### src/rtl/usb_desc_streamer_pkg.sv
// Shared constants and FSM state encoding for the EP0 GET_DESCRIPTOR data-stage engine.
package usb_desc_pkg;

    localparam logic [7:0] DT_DEVICE      = 8'd1;
    localparam logic [7:0] DT_CONFIG      = 8'd2;
    localparam logic [7:0] DT_STRING      = 8'd3;
    localparam logic [7:0] DT_QUALIFIER   = 8'd6;
    localparam logic [7:0] DT_OTHER_SPEED = 8'd7;

    localparam int unsigned EP0_MAXPKT = 64;

    typedef enum logic [2:0] {
        S_IDLE,
        S_LOOKUP,
        S_SEND,
        S_WAIT_ACK,
        S_ZLP,
        S_ZWAIT,
        S_DONE,
        S_STALL
    } state_t;

endpackage

### src/rtl/usb_desc_streamer_if.sv
// Packet transmitter handshake between the descriptor streamer (master) and the transmitter (slave).
interface usb_desc_streamer_if;
    import usb_desc_pkg::*;

    logic       tx_valid;
    logic [7:0] tx_data;
    logic       tx_last;
    logic       tx_zlp;
    logic       tx_ready;
    logic       pkt_ack;
    logic       pkt_retry;

    modport master (
        output tx_valid, tx_data, tx_last, tx_zlp,
        input  tx_ready, pkt_ack, pkt_retry
    );

    modport slave (
        input  tx_valid, tx_data, tx_last, tx_zlp,
        output tx_ready, pkt_ack, pkt_retry
    );

endinterface

### src/rtl/usb_desc_streamer_lookup.sv
// Combinational map from (descriptor type, index, link speed) to ROM base address and length.
module usb_desc_lookup
    import usb_desc_pkg::*;
#(
    parameter int unsigned ADDR_W = 16
) (
    input  logic [7:0]        dtype,
    input  logic [7:0]        dindex,
    input  logic              hs_mode,
    input  logic              have_strings,
    input  logic [ADDR_W-1:0] dev_addr,
    input  logic [ADDR_W-1:0] qual_addr,
    input  logic [ADDR_W-1:0] fscfg_addr,
    input  logic [ADDR_W-1:0] hscfg_addr,
    input  logic [ADDR_W-1:0] strlang_addr,
    input  logic [ADDR_W-1:0] strvendor_addr,
    input  logic [ADDR_W-1:0] strproduct_addr,
    input  logic [ADDR_W-1:0] strserial_addr,
    input  logic [15:0]       dev_len,
    input  logic [15:0]       qual_len,
    input  logic [15:0]       fscfg_len,
    input  logic [15:0]       hscfg_len,
    input  logic [15:0]       strvendor_len,
    input  logic [15:0]       strproduct_len,
    input  logic [15:0]       strserial_len,
    output logic [ADDR_W-1:0] base,
    output logic [15:0]       len,
    output logic              supported,
    output logic              patch_en
);

    always_comb begin
        base      = '0;
        len       = '0;
        supported = 1'b0;
        patch_en  = 1'b0;
        case (dtype)
            DT_DEVICE: begin
                base = dev_addr;   len = dev_len;   supported = 1'b1;
            end
            DT_CONFIG: begin
                base = hs_mode ? hscfg_addr : fscfg_addr;
                len  = hs_mode ? hscfg_len  : fscfg_len;
                supported = 1'b1;
            end
            DT_QUALIFIER: begin
                base = qual_addr;  len = qual_len;  supported = 1'b1;
            end
            // Other-speed config is the config for the speed we are not running at
            DT_OTHER_SPEED: begin
                base = hs_mode ? fscfg_addr : hscfg_addr;
                len  = hs_mode ? fscfg_len  : hscfg_len;
                supported = 1'b1;
                patch_en  = 1'b1;
            end
            DT_STRING: begin
                if (have_strings) begin
                    supported = 1'b1;
                    case (dindex)
                        8'd0:    begin base = strlang_addr;    len = 16'd4;          end
                        8'd1:    begin base = strvendor_addr;  len = strvendor_len;  end
                        8'd2:    begin base = strproduct_addr; len = strproduct_len; end
                        8'd3:    begin base = strserial_addr;  len = strserial_len;  end
                        default: supported = 1'b0;
                    endcase
                end
            end
            default: ;
        endcase
    end

endmodule

### src/rtl/usb_desc_streamer.sv
// EP0 control-IN data stage: resolves a GET_DESCRIPTOR request and streams the ROM contents
// as MAXPKT-sized packets with host ACK/retry, trailing ZLP and STALL for unsupported requests.
module usb_desc_streamer
    import usb_desc_pkg::*;
#(
    parameter int unsigned MAXPKT = EP0_MAXPKT,
    parameter int unsigned ADDR_W = 16
) (
    input  logic              CLK,
    input  logic              RESET,
    input  logic              i_req_valid,
    input  logic [15:0]       i_wvalue,
    input  logic [15:0]       i_wlength,
    input  logic              i_hs_mode,
    input  logic              i_abort,
    input  logic [ADDR_W-1:0] i_desc_dev_addr,
    input  logic [ADDR_W-1:0] i_desc_qual_addr,
    input  logic [ADDR_W-1:0] i_desc_fscfg_addr,
    input  logic [ADDR_W-1:0] i_desc_hscfg_addr,
    input  logic [ADDR_W-1:0] i_desc_oscfg_addr,
    input  logic [ADDR_W-1:0] i_desc_strlang_addr,
    input  logic [ADDR_W-1:0] i_desc_strvendor_addr,
    input  logic [ADDR_W-1:0] i_desc_strproduct_addr,
    input  logic [ADDR_W-1:0] i_desc_strserial_addr,
    input  logic [15:0]       i_desc_dev_len,
    input  logic [15:0]       i_desc_qual_len,
    input  logic [15:0]       i_desc_fscfg_len,
    input  logic [15:0]       i_desc_hscfg_len,
    input  logic [15:0]       i_desc_strvendor_len,
    input  logic [15:0]       i_desc_strproduct_len,
    input  logic [15:0]       i_desc_strserial_len,
    input  logic              i_have_strings,
    output logic [ADDR_W-1:0] o_descrom_raddr,
    input  logic [7:0]        i_descrom_rdat,
    usb_desc_streamer_if.master tx,
    output logic              o_stall,
    output logic              o_busy,
    output logic              o_done
);

    localparam int unsigned PKT_LSB  = $clog2(MAXPKT);
    localparam logic [15:0] MAXPKT_W = 16'(MAXPKT);

    state_t            state, state_n;
    logic [15:0]       wvalue_q, wlength_q, xfer_len_q, offset_q, pkt_start_q;
    logic              hs_q, patch_en_q;
    logic [7:0]        patch_q;
    logic [ADDR_W-1:0] base_q, raddr_q;

    logic [ADDR_W-1:0] lk_base;
    logic [15:0]       lk_len, lk_xfer, off_inc, pkt_bytes;
    logic              lk_sup, lk_patch, start, last_byte, zlp_need;

    usb_desc_lookup #(.ADDR_W(ADDR_W)) u_lookup (
        .dtype(wvalue_q[15:8]),                 .dindex(wvalue_q[7:0]),
        .hs_mode(hs_q),                         .have_strings(i_have_strings),
        .dev_addr(i_desc_dev_addr),             .qual_addr(i_desc_qual_addr),
        .fscfg_addr(i_desc_fscfg_addr),         .hscfg_addr(i_desc_hscfg_addr),
        .strlang_addr(i_desc_strlang_addr),     .strvendor_addr(i_desc_strvendor_addr),
        .strproduct_addr(i_desc_strproduct_addr), .strserial_addr(i_desc_strserial_addr),
        .dev_len(i_desc_dev_len),               .qual_len(i_desc_qual_len),
        .fscfg_len(i_desc_fscfg_len),           .hscfg_len(i_desc_hscfg_len),
        .strvendor_len(i_desc_strvendor_len),   .strproduct_len(i_desc_strproduct_len),
        .strserial_len(i_desc_strserial_len),
        .base(lk_base), .len(lk_len), .supported(lk_sup), .patch_en(lk_patch)
    );

    assign lk_xfer   = (lk_len < wlength_q) ? lk_len : wlength_q;
    assign off_inc   = offset_q + 16'd1;
    assign pkt_bytes = off_inc - pkt_start_q;
    assign last_byte = (off_inc == xfer_len_q) || (pkt_bytes == MAXPKT_W);
    assign zlp_need  = (xfer_len_q < wlength_q) && (xfer_len_q[PKT_LSB-1:0] == '0);
    // An abort in the same cycle lets a new request in even while busy
    assign start     = i_req_valid &&
                       (i_abort || state == S_IDLE || state == S_DONE || state == S_STALL);

    always_ff @(posedge CLK or posedge RESET) begin
        if (RESET) state <= S_IDLE;
        else       state <= state_n;
    end

    always_comb begin
        state_n = state;
        case (state)
            S_LOOKUP:   state_n = !lk_sup ? S_STALL : (lk_xfer == '0) ? S_DONE : S_SEND;
            S_SEND:     if (tx.tx_ready && last_byte) state_n = S_WAIT_ACK;
            S_WAIT_ACK: begin
                if (tx.pkt_retry)                  state_n = S_SEND;
                else if (tx.pkt_ack)
                    state_n = (offset_q < xfer_len_q) ? S_SEND : zlp_need ? S_ZLP : S_DONE;
            end
            S_ZLP:      state_n = S_ZWAIT;
            S_ZWAIT: begin
                if (tx.pkt_retry)    state_n = S_ZLP;
                else if (tx.pkt_ack) state_n = S_DONE;
            end
            S_DONE:     state_n = S_IDLE;
            default:    ;
        endcase
        if (i_abort) state_n = S_IDLE;
        if (start)   state_n = S_LOOKUP;
    end

    // raddr is pre-loaded one cycle ahead: oscfg for the patch fetch, then base + next offset
    always_ff @(posedge CLK or posedge RESET) begin
        if (RESET) begin
            wvalue_q <= '0; wlength_q <= '0; hs_q <= 1'b0;
            base_q <= '0; xfer_len_q <= '0; offset_q <= '0; pkt_start_q <= '0;
            patch_en_q <= 1'b0; patch_q <= '0; raddr_q <= '0;
        end else if (start) begin
            wvalue_q  <= i_wvalue;
            wlength_q <= i_wlength;
            hs_q      <= i_hs_mode;
            raddr_q   <= i_desc_oscfg_addr;
        end else if (!i_abort) begin
            case (state)
                S_LOOKUP: begin
                    base_q      <= lk_base;
                    xfer_len_q  <= lk_xfer;
                    patch_en_q  <= lk_patch;
                    patch_q     <= i_descrom_rdat;
                    offset_q    <= '0;
                    pkt_start_q <= '0;
                    raddr_q     <= lk_base;
                end
                S_SEND: if (tx.tx_ready) begin
                    offset_q <= off_inc;
                    raddr_q  <= base_q + ADDR_W'(off_inc);
                end
                S_WAIT_ACK: begin
                    if (tx.pkt_retry) begin
                        offset_q <= pkt_start_q;
                        raddr_q  <= base_q + ADDR_W'(pkt_start_q);
                    end else if (tx.pkt_ack) begin
                        pkt_start_q <= offset_q;
                    end
                end
                default: ;
            endcase
        end
    end

    always_comb begin
        tx.tx_valid     = (state == S_SEND);
        tx.tx_last      = (state == S_SEND) && last_byte;
        tx.tx_zlp       = (state == S_ZLP);
        tx.tx_data      = '0;
        if (state == S_SEND)
            tx.tx_data  = (patch_en_q && offset_q == 16'd1) ? patch_q : i_descrom_rdat;
        o_descrom_raddr = raddr_q;
        o_stall         = (state == S_STALL);
        o_busy          = (state == S_LOOKUP) || (state == S_SEND) || (state == S_WAIT_ACK) ||
                          (state == S_ZLP) || (state == S_ZWAIT);
        o_done          = (state == S_DONE);
    end

endmodule
### src/flat_wrapper.sv
// flat-port wrapper written by rule: the top's interface ports become plain ports
module usb_desc_streamer_flat import usb_desc_pkg::*;
#(
    parameter int unsigned MAXPKT = EP0_MAXPKT,
    parameter int unsigned ADDR_W = 16
)
  (CLK, RESET, i_req_valid, i_wvalue, i_wlength, i_hs_mode, i_abort, i_desc_dev_addr, i_desc_qual_addr, i_desc_fscfg_addr, i_desc_hscfg_addr, i_desc_oscfg_addr, i_desc_strlang_addr, i_desc_strvendor_addr, i_desc_strproduct_addr, i_desc_strserial_addr, i_desc_dev_len, i_desc_qual_len, i_desc_fscfg_len, i_desc_hscfg_len, i_desc_strvendor_len, i_desc_strproduct_len, i_desc_strserial_len, i_have_strings, o_descrom_raddr, i_descrom_rdat, o_stall, o_busy, o_done, tx_tx_valid, tx_tx_data, tx_tx_last, tx_tx_zlp, tx_tx_ready, tx_pkt_ack, tx_pkt_retry);
  usb_desc_streamer_if tx_i ();
  input  logic CLK;
  input  logic RESET;
  input  logic i_req_valid;
  input  logic [15:0] i_wvalue;
  input  logic [15:0] i_wlength;
  input  logic i_hs_mode;
  input  logic i_abort;
  input  logic [ADDR_W-1:0] i_desc_dev_addr;
  input  logic [ADDR_W-1:0] i_desc_qual_addr;
  input  logic [ADDR_W-1:0] i_desc_fscfg_addr;
  input  logic [ADDR_W-1:0] i_desc_hscfg_addr;
  input  logic [ADDR_W-1:0] i_desc_oscfg_addr;
  input  logic [ADDR_W-1:0] i_desc_strlang_addr;
  input  logic [ADDR_W-1:0] i_desc_strvendor_addr;
  input  logic [ADDR_W-1:0] i_desc_strproduct_addr;
  input  logic [ADDR_W-1:0] i_desc_strserial_addr;
  input  logic [15:0] i_desc_dev_len;
  input  logic [15:0] i_desc_qual_len;
  input  logic [15:0] i_desc_fscfg_len;
  input  logic [15:0] i_desc_hscfg_len;
  input  logic [15:0] i_desc_strvendor_len;
  input  logic [15:0] i_desc_strproduct_len;
  input  logic [15:0] i_desc_strserial_len;
  input  logic i_have_strings;
  output logic [ADDR_W-1:0] o_descrom_raddr;
  input  logic [7:0] i_descrom_rdat;
  output logic o_stall;
  output logic o_busy;
  output logic o_done;
  output wire logic [$bits(tx_i.tx_valid)-1:0] tx_tx_valid;
  output wire logic [$bits(tx_i.tx_data)-1:0] tx_tx_data;
  output wire logic [$bits(tx_i.tx_last)-1:0] tx_tx_last;
  output wire logic [$bits(tx_i.tx_zlp)-1:0] tx_tx_zlp;
  input wire logic [$bits(tx_i.tx_ready)-1:0] tx_tx_ready;
  input wire logic [$bits(tx_i.pkt_ack)-1:0] tx_pkt_ack;
  input wire logic [$bits(tx_i.pkt_retry)-1:0] tx_pkt_retry;
  assign tx_tx_valid = tx_i.tx_valid;
  assign tx_tx_data = tx_i.tx_data;
  assign tx_tx_last = tx_i.tx_last;
  assign tx_tx_zlp = tx_i.tx_zlp;
  assign tx_i.tx_ready = tx_tx_ready;
  assign tx_i.pkt_ack = tx_pkt_ack;
  assign tx_i.pkt_retry = tx_pkt_retry;
  usb_desc_streamer #(.MAXPKT(MAXPKT), .ADDR_W(ADDR_W)) u_core (.CLK(CLK), .RESET(RESET), .i_req_valid(i_req_valid), .i_wvalue(i_wvalue), .i_wlength(i_wlength), .i_hs_mode(i_hs_mode), .i_abort(i_abort), .i_desc_dev_addr(i_desc_dev_addr), .i_desc_qual_addr(i_desc_qual_addr), .i_desc_fscfg_addr(i_desc_fscfg_addr), .i_desc_hscfg_addr(i_desc_hscfg_addr), .i_desc_oscfg_addr(i_desc_oscfg_addr), .i_desc_strlang_addr(i_desc_strlang_addr), .i_desc_strvendor_addr(i_desc_strvendor_addr), .i_desc_strproduct_addr(i_desc_strproduct_addr), .i_desc_strserial_addr(i_desc_strserial_addr), .i_desc_dev_len(i_desc_dev_len), .i_desc_qual_len(i_desc_qual_len), .i_desc_fscfg_len(i_desc_fscfg_len), .i_desc_hscfg_len(i_desc_hscfg_len), .i_desc_strvendor_len(i_desc_strvendor_len), .i_desc_strproduct_len(i_desc_strproduct_len), .i_desc_strserial_len(i_desc_strserial_len), .i_have_strings(i_have_strings), .o_descrom_raddr(o_descrom_raddr), .i_descrom_rdat(i_descrom_rdat), .tx(tx_i), .o_stall(o_stall), .o_busy(o_busy), .o_done(o_done));
endmodule
### config.mk
export PLATFORM = sky130hd
export DESIGN_NAME = usb_desc_streamer_flat
export DESIGN_NICKNAME = d
export VERILOG_FILES = /design/src/rtl/usb_desc_streamer_pkg.sv /design/src/rtl/usb_desc_streamer_if.sv /design/src/rtl/usb_desc_streamer_lookup.sv /design/src/rtl/usb_desc_streamer.sv /design/src/flat_wrapper.sv
export SDC_FILE = /design/constraint.sdc
export NUM_CORES = 1
export LEC_CHECK = 0
export CORE_ASPECT_RATIO = 0.7
export CORE_MARGIN = 8
export CORE_UTILIZATION = 53
export DETAILED_ROUTE_END_ITERATION = 10
export PLACE_DENSITY_LB_ADDON = 0.05
export SLEW_MARGIN = 15
export SYNTH_ARGS = -nofsm -noshare
export SYNTH_HDL_FRONTEND = slang
export SYNTH_SLANG_ARGS = --single-unit
### constraint.sdc
create_clock -name CLK -period 11.2 [get_ports CLK]
set_input_delay 2.24 -clock CLK [delete_from_list [all_inputs] [get_ports CLK]]
set_output_delay 2.24 -clock CLK [all_outputs]
set_load 0.01 [all_outputs]
==> metrics.txt, run 1 <==
crit-path cells ha_1 -> nand3_1 -> nor2_1 -> xnor2_1 -> inv_1 -> ha_1 -> and2_1 -> o221a_2 -> o2111ai_1 -> a31oi_1 -> mux2i_1 -> nor3_1 -> a31oi_1 -> nor2_1 -> clkdlybuf4s50_1; synthesized area per cell 7.86 um2; top cell type by total area after synthesis dfrtp_1; Max VDD drop 0.145 mV; Max Freq 0.143 GHz; vias in the first global route 12,200; Ports 335; max_cap viols 0; area grow syn2layout 34.8%; grt total ovfl 0; drt drc 0; Initial DRT Pass Iterations 7; Initial Utilization 53.7%; Die Wd 193 um; commonest cells in the netlist nand2_1, dfrtp_1, o21ai_0; CTS sink count 125; DP Worst Slack 4.77 ns; cts repair resizes 0; Synth top area share 27.0%; Tmin final 6.97 ns; Hold WC Path Type flip-flop to flip-flop; Synth Net Count 1,858; Final Hold Vio Count 0; first-pass GRT wire length 70,700 um; setup violators final 0; Area contributors post-synth dfrtp_1, ha_1, nand2_1; synth unique cells 75; most frequent cell after synthesis nand2_1; leakage 0.00670 uW; Avg Vias per Cell 6.21; fin nets 2,125; Num CTS Buffers 17; Tcrit/Tclk final 62.2%; sequential share of the synthesized area 27.0%; post-DP HPWL 37,100 um; number of nets with antenna violations after routing 0; largest net degree at the start of global routing 67; CTS Buffer Depth 2; CP max stage delay 0.51 ns; post-synthesis async set-or-reset flop share 100%; root buffer cell clkbuf_16; Post-CTS Setup Bufs 0; drt total wl 46,400 um; Syn Std Cell Area 0.0116 mm2; Port Buffers 334; worst r2r path cells 16; status finished clean; initial antenna violation count 9; Hold Crit Depth 2; Critical Path RT 8.96 ns; GPL Wtd Cong 1.04; DIE AREA 0.0269 mm2; Clock Pin Slew Worst Setup and Hold Paths 0.06 ns; Slew Viols, Final 0; Setup TNS Final 0 ns; Worst Path Arrival 4.73 ns; Post-synth EDFFs 0; hold buffer count at CTS 0; chip height 140 um; YS warnings 0; Vias 12,700; PwrDens 184 mW/mm2; Max Clock Skew 0.0161 ns; share of layout cells above drive strength 1 6.79%; Max H-tree Level 4; Worst-Margin Slew 1.18 ns; CTS tree yes; Slowest cell on crit path dfrtp_1; RSZ-0062 raised after global routing no; hold_ws 0.477 ns; Core Region 0.0216 mm2; Routed WL per cell 22.8 um; WS Path Type flip-flop to output port; max_slew headroom 21.4%; # rows 45; Critical Path Fanout Max 10; PnR worst setup slack 4.23 ns; Cells after Synth 1,474; GRT Total Usage 33.9%; CP Capture Type output port; FF+latch count, synth 125; 1st-iter DRT viols 1,540; startpoint types flip-flop; Synth Flop Type dfrtp_1; clock latency on the worst-skew pair 0.43 ns
## worst max-delay path, delay by kind of cell (launching register included)
kind / cells / cell delay, ns
simple gates: 5 / 1.05
compound gates: 4 / 0.97
fa+ha+maj: 2 / 0.67
buf+inv: 2 / 0.59
flops: 1 / 0.51
xor+xnor: 1 / 0.26
mux: 1 / 0.25
## final timing paths
| path | start | slack [ns] | to |
|---|---|---|---|
| max | u_core.offset_q[0] | 4.23 | tx_tx_last |
| min | u_core.patch_q[4] | 0.48 | u_core.patch_q[4] |
| max reg2reg | u_core.wvalue_q[15] | 6.36 | u_core.state[2] |
| min reg2reg | u_core.patch_q[4] | 0.48 | u_core.patch_q[4] |
| max in group asynchronous | RESET | 7.45 | u_core.hs_q |
| min in group asynchronous | RESET | 2.33 | u_core.pkt_start_q[13] |
## cell families (layout without fill, tap and decap cells)
logic type	count (synthesis)	after routing	share of synthesized area, %
AND/OR/NAND/NOR	519	519	20.4
multiplexers	83	83	9.22
buffers and inverters	176	455	5.95
adder cells (fa/ha/maj)	79	79	8.60
flip-flops	125	125	27.0
XOR/XNOR	52	52	4.53
other	0	6	0
AO/OA/AOI/OAI	440	440	24.3
## layout by cell type, fill, tap and decap left out, drive strengths merged, types with 25 or more instances in the layout
cell,instances
mux2,30
a21oi,112
ha,78
nand3,30
nor3,25
a22oi,37
inv,77
mux2i,37
nand2,245
dfrtp,125
xnor2,32
clkdlybuf4s50,334
nor2,112
o21ai,123
## flip-flops by register name (all words and copies together) (netlist names), 3 cells and up
register,count
u_core.patch_q,8
u_core.base_q,16
u_core.xfer_len_q,16
u_core.o_descrom_raddr,16
u_core.wlength_q,16
u_core.wvalue_q,16
u_core.pkt_start_q,16
u_core.state,3
u_core.offset_q,16
## power by group
group / internal, uW / switching, uW / leakage, uW
registers: 594 / 133 / 0.00161
logic: 680 / 923 / 0.00481
clock network: 309 / 236 / 0.000278
## area by class of cell
class,instances,area [um2]
Timing Repair Buffer,353,3490
Clock buffer,17,425
Sequential cell,125,3130
Clock inverter,14,136
Inverter,71,269
Tap cell,282,353
Fill cell,1728,5950
Multi-Input combinational cell,1173,7800
Antenna cell,6,15.0
## stage by stage
step	util, %	power, uW	instance area (um2)	cells
after floorplan	-	1750	11600	1474
after global placement	69.8	2270	15000	2004
after detailed placement	69.8	2290	15000	2004
after CTS	72.4	2850	15600	2035
after global routing	72.4	3060	15600	2041
final	72.4	2880	15600	2041
## layer usage
layer / up-vias / track usage (%) / routed length, um
li1: 5909 / - / -
met1: 6014 / 44.1 / 18900
met2: 658 / 52.1 / 21200
met3: 83 / 10.2 / 4680
met4: 6 / 13.0 / 1590
met5: - / 0 / 36
Note: power is estimated with default switching activity, not from simulation.
==> run 2, diff against run 1 <==
Settings changed: CORE_UTILIZATION 53 to 45.
Clock period 11.2 ns to 6.4 ns, I/O delays scaled along.
==> metrics.txt, run 2 (synthesis gave the netlist of run 1 again) <==
Initial DRT Pass Iterations 5 (-2); fin nets 2,129 (+0.19%); share of layout cells above drive strength 1 7.11% (+0.32 points); crit-path cells ha_1 -> nand3_1 -> nor2_1 -> and3_1 -> xor2_1 -> ha_1 -> a21o_1 -> a31o_2 -> a31o_2 -> xnor2_1 -> nand3_1 -> nor3_1 -> a31oi_1 -> nor2_1 -> clkdlybuf4s50_1; Max VDD drop 0.177 mV (+22%); Hold WC Path Type flip-flop to flip-flop; Multi-input gate area 0.00782 mm2 (+0.18%); DP Worst Slack 0.942 ns (-3.83 ns); max_cap viols 0 (unchanged); Avg Vias per Cell 5.93 (-4.5%); startpoint types flip-flop; GPL Wtd Cong 0.925 (-11%); Num CTS Buffers 17 (unchanged); WS Path Type flip-flop to output port; Finished Cell Area 0.0158 mm2 (+0.96%); Core Region 0.0255 mm2 (+18%); clock latency on the worst-skew pair 0.43 ns (about the same); leakage 0.00673 uW (+0.39%); DIE AREA 0.0312 mm2 (+16%); Die Wd 208 um (+7.8%); Final Hold Vio Count 0 (unchanged); register area 0.00313 mm2 (about the same); CTS sink count 125 (unchanged); RSZ-0062 raised after global routing no; Max Clock Skew 0.00684 ns (-0.00923 ns); Critical Path Fanout Max 10 (unchanged); Tmin final 5.97 ns; most frequent cells in the layout clkdlybuf4s50_1, nand2_1, dfrtp_1, o21ai_0, a21oi_1; Post-CTS Setup Bufs 0 (unchanged); Worst-Margin Slew 1.16 ns (-0.0181 ns); Critical Path RT 5.12 ns (-3.84 ns); Ports 335 (unchanged); number of nets with antenna violations after routing 0 (unchanged); Vias 12,400 (-2.1%); drt drc 0 (unchanged); Clock Pin Slew Worst Setup and Hold Paths 0.06 ns (about the same); hold buffer count at CTS 0 (unchanged); vias in the first global route 12,200 (-0.066%); initial antenna violation count 6 (-3); # fillers 2,315 (+34%); drt total wl 48,400 um (+4.2%); CP Capture Type output port; commonest non-fill, non-tap cell in the layout clkdlybuf4s50_1; Slowest cell on crit path clkdlybuf4s50_1; first-pass GRT wire length 73,200 um (+3.6%); CTS tree yes; setup violators final 0 (unchanged); Initial Utilization 45.4% (-8.3 points); largest net degree at the start of global routing 57 (-15%); grt total ovfl 0 (unchanged); PwrDens 326 mW/mm2 (+77%); Routed WL per cell 23.1 um (+1.5%); max_slew headroom 22.6% (+1.3 points); Slew Viols, Final 0 (unchanged); PnR worst setup slack 0.431 ns (-3.80 ns); placed cell areas 0.0151 mm2 (+0.71%); Port Buffers 334 (unchanged); CP max stage delay 0.55 ns (+0.04 ns); post-DP HPWL 38,900 um (+4.8%); GRT Total Usage 30.4% (-3.5 points); Tcrit/Tclk final 93.3%; status finished clean; Worst Path Arrival 4.69 ns (-0.04 ns); Setup TNS Final 0 ns (unchanged); Max H-tree Level 4 (unchanged); chip height 150 um (+7.5%); CTS Buffer Depth 2 (unchanged); root buffer cell clkbuf_16; area grow syn2layout 36.1%; Max Freq 0.168 GHz; # rows 49 (+8.9%); cts repair resizes 0 (unchanged); 1st-iter DRT viols 1,086 (-29%)
## run 2: changes by cell type in the layout (fill, tap and decap cells not counted), moves of 2 or more
cell,before,now
buf_4,19,23
bufinv_16,1,3
clkinvlp_4,1,4
inv_6,4,1
inv_8,2,0
## run 2: final cells by class
cell class	count	share of cell area, %
clock buffers	19	2.81
inverters	71	1.71
flip-flops and latches	125	19.9
multi-input cells	1173	49.6
well taps	331	2.63
repair buffers	357	22.3
diodes	5	0.0793
clock inverters	13	1.05
## run 2: final timing paths
check	start	to	slack [ns]	cells after the start
worst max-delay path	u_core.offset_q[0]	tx_tx_last	0.43	15
worst min-delay path	u_core.patch_q[2]	u_core.patch_q[2]	0.48	2
worst max register to register	u_core.wvalue_q[4]	u_core.state[2]	1.71	15
worst min register to register	u_core.patch_q[2]	u_core.patch_q[2]	0.48	2
max in group asynchronous	RESET	u_core.wvalue_q[0]	4.02	3
min in group asynchronous	RESET	u_core.pkt_start_q[12]	1.27	2
## run 2: where the power goes
part	internal (uW)	total [uW]	leakage, uW	switching [uW]
registers	1040	1310	0.00161	270
clock network	624	1020	0.000286	400
logic	1200	2810	0.00483	1610
## run 2: routing by layer
| layer | GRT usage [%] | part of all wire (%) | vias up |
|---|---|---|---|
| li1 | - | - | 5891 |
| met4 | 11.3 | 3.1 | 2 |
| met2 | 48.5 | 45 | 487 |
| met3 | 8.57 | 8.8 | 68 |
| met1 | 39.2 | 43 | 5960 |
| met5 | 0 | 0.027 | - |
## run 2: worst max-delay path: cells and delay by family, from the launching register on
kind,cells,cell delay [ns]
simple gates,6,1.38
compound gates,4,0.74
fa+ha+maj,2,0.66
buf+inv,1,0.55
flops,1,0.52
xor+xnor,2,0.39
## run 2: through the flow
step | utilization (%) | hold slack, ns | total power, uW | instances
after floorplan | - | 0.442 | 3060 | 1474
after global placement | 59.4 | 0.460 | 4040 | 2057
after detailed placement | 59.4 | 0.463 | 4080 | 2057
after CTS | 61.8 | 0.480 | 5130 | 2089
after global routing | 61.8 | 0.489 | 5500 | 2092
final | 61.8 | 0.479 | 5140 | 2094
==> run 3, diff against run 2 <==
Settings changed: RECOVER_POWER set to 50, SETUP_SLACK_MARGIN set to 0.15.
==> metrics.txt, run 3 (synthesis gave the netlist of run 1 again) <==
register area 0.00313 mm2 (unchanged); CP Capture Type output port; vias in the first global route 12,200 (unchanged); CTS Buffer Depth 2 (unchanged); # rows 49 (unchanged); Hold WC Path Type flip-flop to flip-flop; clock latency on the worst-skew pair 0.44 ns (about the same); # fillers 2,320 (+0.22%); area grow syn2layout 36.1% (about the same); grt total ovfl 0 (unchanged); status complete, but fails checks; number of nets with antenna violations after routing 0 (unchanged); Num CTS Buffers 17 (unchanged); chip height 150 um (unchanged); cts repair resizes 0 (unchanged); failing checks capacitance limit, slew limit; Max VDD drop 0.179 mV (+1.3%); max_slew headroom -73.8% (-96 points); root buffer cell clkbuf_16; Hold Crit Depth 2 (unchanged); drt drc 0 (unchanged); final core occ 61.8% (about the same); Slew Viols, Final 172 (+172); most frequent cells in the layout clkdlybuf4s50_1, nand2_1, dfrtp_1, o21ai_0, a21oi_1; PnR worst setup slack 0.455 ns (+0.0242 ns); worst r2r path cells 16 (+1); Multi-input gate area 0.00782 mm2 (about the same); Max H-tree Level 4 (unchanged); final std cells w/o fill 2,095 (+0.048%); R2R Setup Slk 1.69 ns (-0.02 ns); Avg Vias per Cell 5.95 (+0.48%); Routed WL per cell 23.1 um (about the same); Critical Path RT 5.12 ns (about the same); Port Buffers 334 (unchanged); Clock Pin Slew Worst Setup and Hold Paths 0.06 ns (about the same); commonest non-fill, non-tap cell in the layout clkdlybuf4s50_1; drt total wl 48,400 um (+0.13%); first-pass GRT wire length 73,200 um (unchanged); fin nets 2,129 (unchanged); Worst Path Buf+Inv 2 (+1); CP max stage delay 0.55 ns (about the same); Initial Utilization 45.4% (unchanged); GPL Wtd Cong 0.925 (unchanged); Ports 335 (unchanged); Die Wd 208 um (unchanged); Max Freq 0.168 GHz (+0.41%); hold buffer count at CTS 0 (unchanged); DIE AREA 0.0312 mm2 (unchanged); r2r startpoint u_core.wvalue_q[9]; Tmin final 5.95 ns (-0.0242 ns); critical path's top delay family compound AO/OA/AOI/OAI gates; Hold Path End u_core.wvalue_q[5]; CTS tree yes; Worst-Margin Slew 2.61 ns (+1.45 ns); Tcrit/Tclk final 92.9% (-0.38 points); Critical Path Fanout Max 10 (unchanged); CTS sink count 125 (unchanged); leakage 0.00672 uW (-0.13%); largest net degree at the start of global routing 57 (unchanged); crit-path cells ha_1 -> nand3_1 -> xor2_1 -> inv_1 -> ha_1 -> o21a_1 -> o21a_1 -> o221a_2 -> o2111ai_1 -> a31oi_1 -> mux2i_1 -> nor3_1 -> a31oi_1 -> nor2_1 -> clkdlybuf4s50_1; Max Clock Skew 0.00757 ns (+0.000730 ns); share of layout cells above drive strength 1 7.00% (-0.11 points); startpoint types flip-flop; post-DP HPWL 38,900 um (unchanged); dpl cells 2,057 (unchanged); Worst Path Arrival 4.67 ns (-0.02 ns); Vias 12,500 (+0.52%); max_cap viols 4 (+4); setup violators final 0 (unchanged); Setup TNS Final 0 ns (unchanged); WS Path Type flip-flop to output port; PwrDens 326 mW/mm2 (+0.12%); RSZ-0062 raised after global routing no; 1st-iter DRT viols 1,117 (+2.9%); reg2reg end u_core.state[2]; Post-CTS Setup Bufs 0 (unchanged); Initial DRT Pass Iterations 5 (unchanged); DP Worst Slack 0.942 ns (unchanged); Slowest cell on crit path clkdlybuf4s50_1; Hold Startpoint u_core.wvalue_q[5]; Final Hold Vio Count 0 (unchanged); Core Region 0.0255 mm2 (unchanged); GRT Total Usage 30.4% (unchanged); initial antenna violation count 7 (+1)
-- run 3: cell count changes in the layout (fill, tap and decap cells not counted), moves of 2 or more --
cell,delta
dlygate4sd3_1,+6
buf_4,-2
clkdlybuf4s50_1,-6
clkbuf_1,+2
-- run 3: stage by stage --
stage          total power [uW]  hold slack, ns  area (um2)
6_report                   5150           0.479       15800
5_1_grt                    5500           0.489       15800
4_1_cts                    5130           0.480       15800
3_5_place_dp               4080           0.463       15100
3_3_place_gp               4040           0.460       15100
2_1_floorplan              3060           0.442       11600
-- run 3: per-layer routing --
layer | track usage (%) | routed length, um | share of wire, %
met2 | 48.5 | 22100 | 46
met3 | 8.57 | 4310 | 8.9
met4 | 11.3 | 1430 | 2.9
met5 | 0 | 13 | 0.027
met1 | 39.2 | 20600 | 43
-- run 3: worst reg2reg max path, cell delays in order, from the launching register on --
cell	delay [ns]
dfrtp_1	0.53
nor4b_1	0.45
nand3_1	0.61
nor2_1	0.26
buf_4	0.30
o2bb2ai_1	0.16
a211o_1	0.28
ha_1	0.32
a21oi_1	0.13
a21oi_1	0.07
a211oi_1	0.29
o211ai_1	0.15
a31oi_2	0.18
buf_4	0.34
nand2_1	0.11
o31ai_1	0.27
o211a_1	0.20
-- run 3: worst max-delay path by stage --
stage | start | to | slack (ns) | depth (start not counted)
3_5_place_dp | u_core.offset_q[0] | tx_tx_last | 0.94 | 15
2_1_floorplan | RESET | u_core.base_q[0] | 1.79 | 1
6_report | u_core.offset_q[0] | tx_tx_last | 0.45 | 15
3_3_place_gp | u_core.offset_q[0] | tx_tx_last | 1.04 | 15
5_1_grt | u_core.offset_q[0] | tx_tx_last | 0.18 | 15
4_1_cts | u_core.offset_q[0] | tx_tx_last | 0.45 | 15
-- run 3: cell type report --
| class | instances | share of cell area, % |
|---|---|---|
| inverter | 71 | 1.70 |
| tap | 331 | 2.63 |
| multi-input combinational | 1173 | 49.6 |
| timing repair buffer | 357 | 22.3 |
| sequential | 125 | 19.9 |
| clock inverter | 13 | 1.05 |
| clock buffer | 19 | 2.81 |
| antenna | 6 | 0.0952 |
-- run 3: power breakdown --
group,leakage [uW],internal (uW),switching (uW)
combinational,0.00482,1190,1620
sequential,0.00161,1040,271
clock,0.000286,624,402
